--- src/rtl/lane_slot_scheduler_pkg.sv ---
// Shared constants for the lane slot scheduler.
// Holds the default lane count, byte width, idle filler byte and the derived slot and
// frame lengths. Also holds a helper that gives the index width for a count.
package lane_slot_scheduler_pkg;

  // Index width for a count. A count of 1 still needs a 1-bit signal.
  function automatic int unsigned idx_w(int unsigned n);
    return (n > 1) ? $clog2(n) : 1;
  endfunction

  localparam int unsigned NumLanesDef = 4;
  localparam int unsigned DataWDef    = 8;
  localparam logic [DataWDef-1:0] IdleByteDef = 8'hBC;

  // One slot carries one byte, one bit per cycle.
  localparam int unsigned SlotLen  = DataWDef;
  localparam int unsigned FrameLen = NumLanesDef * SlotLen;
  localparam int unsigned SlotIdxW = idx_w(NumLanesDef);

endpackage

--- src/rtl/lane_slot_scheduler_rr_arbiter.sv ---
// Combinational round-robin arbiter.
// Searches req_i starting at ptr_i and wraps modulo N. It returns the first requester.
//   req_i  : request vector
//   ptr_i  : lane with highest priority this round
//   gnt_o  : one-hot winner, or 0 when there is no request
//   idx_o  : binary index of the winner, or 0 when there is no request
//   any_o  : at least one request is set
module lane_slot_scheduler_rr_arbiter #(
  parameter int unsigned N    = 4,
  parameter int unsigned IdxW = 2
) (
  input  logic [N-1:0]    req_i,
  input  logic [IdxW-1:0] ptr_i,
  output logic [N-1:0]    gnt_o,
  output logic [IdxW-1:0] idx_o,
  output logic            any_o
);

  // ptr_i + k is always below 2N, so a single subtract wraps it.
  function automatic int unsigned wrap(int unsigned a);
    return (a >= N) ? a - N : a;
  endfunction

  logic [IdxW-1:0] cand;

  always_comb begin
    gnt_o = '0;
    idx_o = '0;
    any_o = 1'b0;
    cand  = '0;
    for (int unsigned k = 0; k < N; k++) begin
      cand = IdxW'(wrap(32'(ptr_i) + k));
      if (!any_o && req_i[cand]) begin
        any_o       = 1'b1;
        gnt_o[cand] = 1'b1;
        idx_o       = cand;
      end
    end
  end

endmodule

--- src/rtl/lane_slot_scheduler.sv ---
// Time-division scheduler for the shared serial link.
// A frame has NUM_LANES slots, and each slot lasts DATA_W cycles. Each slot sends one
// byte MSB-first. The byte comes from the round-robin winner among the requesting
// lanes. If no lane requests, the slot sends IDLE_BYTE.
//   clk32f        : serial-rate clock; all logic runs on its posedge
//   rst           : synchronous, active-high reset
//   req_i         : lane i has a byte pending
//   data_in_i     : byte of lane i at [i*DATA_W +: DATA_W]
//   ack_o         : one-cycle one-hot pulse in the bit-0 cycle when a byte is taken
//   grant_o       : one-hot owner of the current slot, or 0 when the slot is idle
//   ser_out_o     : serial bit, MSB first
//   ser_valid_o   : high while the slot carries data from a granted lane
//   slot_idx_o    : number of the current slot within the frame
//   frame_start_o : high in the first cycle of each frame
module lane_slot_scheduler
  import lane_slot_scheduler_pkg::*;
#(
  parameter int unsigned NUM_LANES = NumLanesDef,
  parameter int unsigned DATA_W    = DataWDef,
  parameter logic [DATA_W-1:0] IDLE_BYTE = DATA_W'(IdleByteDef),
  localparam int unsigned SlotW = idx_w(NUM_LANES)
) (
  input  logic                          clk32f,
  input  logic                          rst,
  input  logic [NUM_LANES-1:0]          req_i,
  input  logic [NUM_LANES*DATA_W-1:0]   data_in_i,
  output logic [NUM_LANES-1:0]          ack_o,
  output logic [NUM_LANES-1:0]          grant_o,
  output logic                          ser_out_o,
  output logic                          ser_valid_o,
  output logic [SlotW-1:0]              slot_idx_o,
  output logic                          frame_start_o
);

  localparam int unsigned BitW = idx_w(DATA_W);

  // The frame counter is split into a bit counter and a slot counter. Both reset to
  // their last value, so the first edge after reset is a load edge into slot 0.
  logic [BitW-1:0]      bit_q, bit_d;
  logic [SlotW-1:0]     slot_q, slot_d;
  logic [SlotW-1:0]     ptr_q, ptr_d;
  logic [DATA_W-1:0]    shreg_q, shreg_d;
  logic [NUM_LANES-1:0] ack_q, ack_d;
  logic [NUM_LANES-1:0] grant_q, grant_d;
  logic                 ser_out_q, ser_out_d;
  logic                 ser_valid_q, ser_valid_d;
  logic [SlotW-1:0]     slot_idx_q, slot_idx_d;
  logic                 frame_start_q, frame_start_d;

  logic [NUM_LANES-1:0] win_gnt;
  logic [SlotW-1:0]     win_idx;
  logic                 win_any;
  logic                 load;
  logic [DATA_W-1:0]    ld_byte;

  lane_slot_scheduler_rr_arbiter #(
    .N    (NUM_LANES),
    .IdxW (SlotW)
  ) u_arb (
    .req_i (req_i),
    .ptr_i (ptr_q),
    .gnt_o (win_gnt),
    .idx_o (win_idx),
    .any_o (win_any)
  );

  // The coming edge enters bit 0.
  assign load    = (bit_q == BitW'(DATA_W - 1));
  assign ld_byte = win_any ? data_in_i[32'(win_idx) * DATA_W +: DATA_W] : IDLE_BYTE;

  always_comb begin
    bit_d         = bit_q + BitW'(1);
    slot_d        = slot_q;
    ptr_d         = ptr_q;
    shreg_d       = {shreg_q[DATA_W-2:0], 1'b0};
    ser_out_d     = shreg_q[DATA_W-1];
    ack_d         = '0;
    grant_d       = grant_q;
    ser_valid_d   = ser_valid_q;
    if (load) begin
      bit_d       = '0;
      slot_d      = (slot_q == SlotW'(NUM_LANES - 1)) ? '0 : slot_q + SlotW'(1);
      // The MSB is driven from the load edge itself. The shift register keeps the rest.
      shreg_d     = {ld_byte[DATA_W-2:0], 1'b0};
      ser_out_d   = ld_byte[DATA_W-1];
      ack_d       = win_gnt;
      grant_d     = win_gnt;
      ser_valid_d = win_any;
      if (win_any) begin
        ptr_d = (win_idx == SlotW'(NUM_LANES - 1)) ? '0 : win_idx + SlotW'(1);
      end
    end
    slot_idx_d    = slot_d;
    frame_start_d = load && (slot_d == '0);
  end

  always_ff @(posedge clk32f) begin
    if (rst) begin
      bit_q         <= BitW'(DATA_W - 1);
      slot_q        <= SlotW'(NUM_LANES - 1);
      ptr_q         <= '0;
      shreg_q       <= '0;
      ack_q         <= '0;
      grant_q       <= '0;
      ser_out_q     <= 1'b0;
      ser_valid_q   <= 1'b0;
      slot_idx_q    <= '0;
      frame_start_q <= 1'b0;
    end else begin
      bit_q         <= bit_d;
      slot_q        <= slot_d;
      ptr_q         <= ptr_d;
      shreg_q       <= shreg_d;
      ack_q         <= ack_d;
      grant_q       <= grant_d;
      ser_out_q     <= ser_out_d;
      ser_valid_q   <= ser_valid_d;
      slot_idx_q    <= slot_idx_d;
      frame_start_q <= frame_start_d;
    end
  end

  assign ack_o         = ack_q;
  assign grant_o       = grant_q;
  assign ser_out_o     = ser_out_q;
  assign ser_valid_o   = ser_valid_q;
  assign slot_idx_o    = slot_idx_q;
  assign frame_start_o = frame_start_q;

endmodule

--- config.mk ---
export PLATFORM = sky130hd
export DESIGN_NAME = lane_slot_scheduler
export DESIGN_NICKNAME = d
export VERILOG_FILES = /design/src/rtl/lane_slot_scheduler_pkg.sv /design/src/rtl/lane_slot_scheduler_rr_arbiter.sv /design/src/rtl/lane_slot_scheduler.sv
export SDC_FILE = /design/constraint.sdc
export NUM_CORES = 1
export LEC_CHECK = 0
export CAP_MARGIN = 20
export CORE_AREA = 4 4 57 85
export CTS_CLUSTER_SIZE = 30
export DETAILED_ROUTE_END_ITERATION = 7
export DIE_AREA = 0 0 61 89
export PLACE_DENSITY = 0.83
export SLEW_MARGIN = 20
export SYNTH_ARGS = -nofsm -noshare
export SYNTH_HDL_FRONTEND = slang
export SYNTH_SLANG_ARGS = --single-unit
--- constraint.sdc ---
create_clock -name clk32f -period 5.3 [get_ports clk32f]
set_clock_uncertainty 0.15 [all_clocks]
set_input_delay 1.06 -clock clk32f [delete_from_list [all_inputs] [get_ports clk32f]]
set_output_delay 1.06 -clock clk32f [all_outputs]
set_load 0.02 [all_outputs]
==> impl_metrics.py <==
metrics = {
    "outcome": {
        "status": "finished, final reports clean",
    },
    "routing": {
        "num_vias": 1910,
        "dr.pass1.iters": 5,
        "drc": 0,
        "vias_per_cell": 5.99,
        "routed_wirelength_um": 4940,
        "antenna_left": 0,
        "drtIter0Drc": 98,
        "wire_per_inst_um": 15.5,
    },
    "synthesis": {
        "async_flop_share": 0,
        "syn_inst": 236,
        "syn_area_um2": 2020,
        "syn_nets": 285,
        "ys_seq_area_frac": 0.267,
        "synth.ff_latch_count": 27,
        "yosys.area.top_type": "dfxtp_1",
        "ys.warnings.count": 0,
        "synth_edf_count": 0,
        "ys.flop_type": "dfxtp_1",
        "synth.distinct_cells": 43,
        "synthTopCellsByArea": "dfxtp_1 (27%), mux2i_1 (11%), ha_1 (6.8%)",
        "synth.top_cell.area_share": 0.267,
        "postSynthAreaPerCell_um2": 8.58,
    },
    "worst_setup_path": {
        "slowest_delay_ns": 0.71,
        "crit_family": "buffers and inverters",
        "worst-endpoint-arrival_ns": 3.68,
        "worstSetupPathType": "reg2reg",
        "crit_required_ns": 5.33,
        "path_cells": "buf_4, inv_1, ha_1, mux4_2, nor2_1, o221ai_1, o311a_1, or3_1, o311a_1",
        "worstSetupEndpointType": "flip-flop",
        "cp_num_buf_inv": 2,
        "start_kind": "flip-flop",
        "cp_common_cell": "o311a_1",
        "crit_path_top_delay_cell": "mux4_2",
        "cp_max_fo": 42,
    },
    "global_routing": {
        "grt_use_total": 0.182,
        "first_global_vias": 1775,
        "antenna_found_initial": 0,
        "grt-ovfl-total": 0,
        "grt_pass1_wl_um": 7850,
        "grt_max_degree": 43,
    },
    "sta": {
        "fin_crit_ns": 3.65,
        "worstMarginPinSlew_ns": 0.674,
        "hold_violations": 0,
        "max_freq_ghz": 0.274,
        "slew_headroom": 0.549,
        "slew_viol_final": 0,
        "rsz0062_at_grt": "no",
        "timing.final.crit_share": 0.688,
        "setup_viol": 0,
        "fin_tns_setup_ns": 0,
    },
    "power": {
        "vdd_drop_max_mv": 0.406,
        "seqPwrFrac": 0.241,
        "power_density_nw_per_um2": 484,
        "p_leak_nw": 1.01,
        "comb_power_share": 0.658,
        "p_int_w": 0.000668,
        "swShare": 0.456,
        "finalPower_w": 0.00123,
        "p_clk_frac": 0.101,
        "p_switching_w": 0.000561,
    },
    "finish": {
        "final_nets": 323,
        "diodes": 0,
        "syn_to_final_growth_pct": 25.6,
        "final_cells": 319,
        "final_layout_size_suffix_gt1_frac": 0.0659,
        "fin_area_um2": 2540,
    },
    "clocking": {
        "cts_tree": "built",
        "htree_levels": 1,
        "cts.sinks": 27,
        "clockRootBuffer": "clkbuf_8",
        "clk_path_buf_depth": 2,
        "clkTransAtPathRegs_ns": 0.10,
        "ctsResizeCount": 0,
        "clkLatencyLatePin_ns": 0.28,
        "post_cts_buffers": 0,
        "cts_buffers": 3,
        "ctsHoldBuffers": 0,
    },
    "placed_design": {
        "dpl.hpwl_um": 3780,
        "placed_cells": 315,
        "gp_congestion": 0.835,
        "io_buffer_count": 50,
        "placed_area_um2": 2490,
    },
    "run": {
        "maxCapViolations": 0,
    },
    "hold_path": {
        "min_path_type": "reg2reg",
    },
    "die": {
        "start_util": 0.489,
        "dieHeight_um": 89,
        "pin_count": 51,
        "rows": 29,
        "die_width_um": 61,
        "die_area_um2": 5430,
        "core_um2": 4140,
    },
}
## state kept, by name, summed over array words and instances (netlist names), 2 cells and up
register,count
ack_o,4
ptr_q,2
shreg_q,7
grant_o,4
slot_idx_o,2
slot_q,2
bit_q,3
## cell type report
class | count | area (um^2)
fill | 370 | 1590
inverter | 5 | 18.8
timing repair buffer | 51 | 508
tap | 46 | 57.6
sequential | 27 | 541
clock buffer | 3 | 41.3
multi-input combinational | 186 | 1370
clock inverter | 1 | 8.76
## cell families after synthesis
family	share of synthesized area
AOI/OAI and AO/OA	0.234
xor gates and xnor gates	0.00865
adders and majority gates	0.0680
buffers and inverters	0.0575
DFF	0.267
muxes	0.153
and+or+nand+nor	0.212
## power by group through the flow
stage	clock (W)	sequential, W	combinational, W
3_3_place_gp	0	0.000299	0.000788
5_1_grt	0.000131	0.000304	0.000887
2_1_floorplan	0	0.000327	0.000600
3_5_place_dp	0	0.000301	0.000799
6_report	0.000124	0.000296	0.000809
4_1_cts	0.000125	0.000297	0.000804
## metal layers
metal | wire length, um | share of wire | vias to the layer above | global-route usage
met5 | 0 | 0 | - | 0
met4 | 74 | 0.015 | 0 | 0.0671
met3 | 238 | 0.048 | 7 | 0.00578
met2 | 2600 | 0.53 | 72 | 0.333
met1 | 2030 | 0.41 | 884 | 0.221
li1 | - | - | 947 | -
## cell usage in the layout (no fill, tap or decap), drive strengths merged, types with 7 or more instances in the layout
cell | synthesis | routed
clkdlybuf4s50 | 0 | 50
dfxtp | 27 | 27
mux2i | 22 | 22
nand2 | 22 | 22
nor2 | 22 | 22
ha | 11 | 11
a21oi | 8 | 8
a21o | 8 | 8
nor3 | 7 | 7
## stage by stage
step	hold WS, ns	setup WS, ns	utilization
final	0.302	1.65	0.615
after global routing	0.315	1.38	0.615
after CTS	0.301	1.67	0.615
after detailed placement	0.267	1.52	0.603
after global placement	0.272	1.60	0.603
after floorplan	0.252	2.11	-
## path summary, 6_finish.rpt
path	start	to	slack, ns	cells past startpoint
worst min-delay path	shreg_q[1]	shreg_q[2]	0.30	2
worst max register to register	ptr_q[0]	ser_out_o	1.65	9
worst min register to register	shreg_q[1]	shreg_q[2]	0.30	2
worst max-delay path	ptr_q[0]	ser_out_o	1.65	9
## Yosys cell counts, types with 2 or more instances
master / count
mux4_2: 4
mux2i_1: 22
o21ai_0: 5
nor4_1: 5
buf_6: 3
clkbuf_1: 6
o211ai_1: 5
a221oi_1: 4
buf_2: 6
a31oi_1: 5
a21oi_1: 8
nand2_1: 22
a2bb2oi_1: 5
or3_1: 3
nor2_1: 21
o311a_1: 2
nand2b_1: 6
ha_1: 11
nor3_1: 7
buf_1: 3
o2bb2ai_1: 4
a21o_1: 8
nand4b_1: 2
o21bai_1: 6
o32ai_1: 2
or2_2: 5
xnor2_1: 2
dfxtp_1: 27
a221o_1: 4
nand3_1: 6
inv_1: 5
## worst register-to-register path: stages (launching register included)
cell      delay, ns
dfxtp_1        0.32
buf_4          0.43
inv_1          0.31
ha_1           0.48
mux4_2         0.71
nor2_1         0.14
o221ai_1       0.12
o311a_1        0.35
or3_1          0.43
o311a_1        0.11
Power figures use the tool's default switching activity.
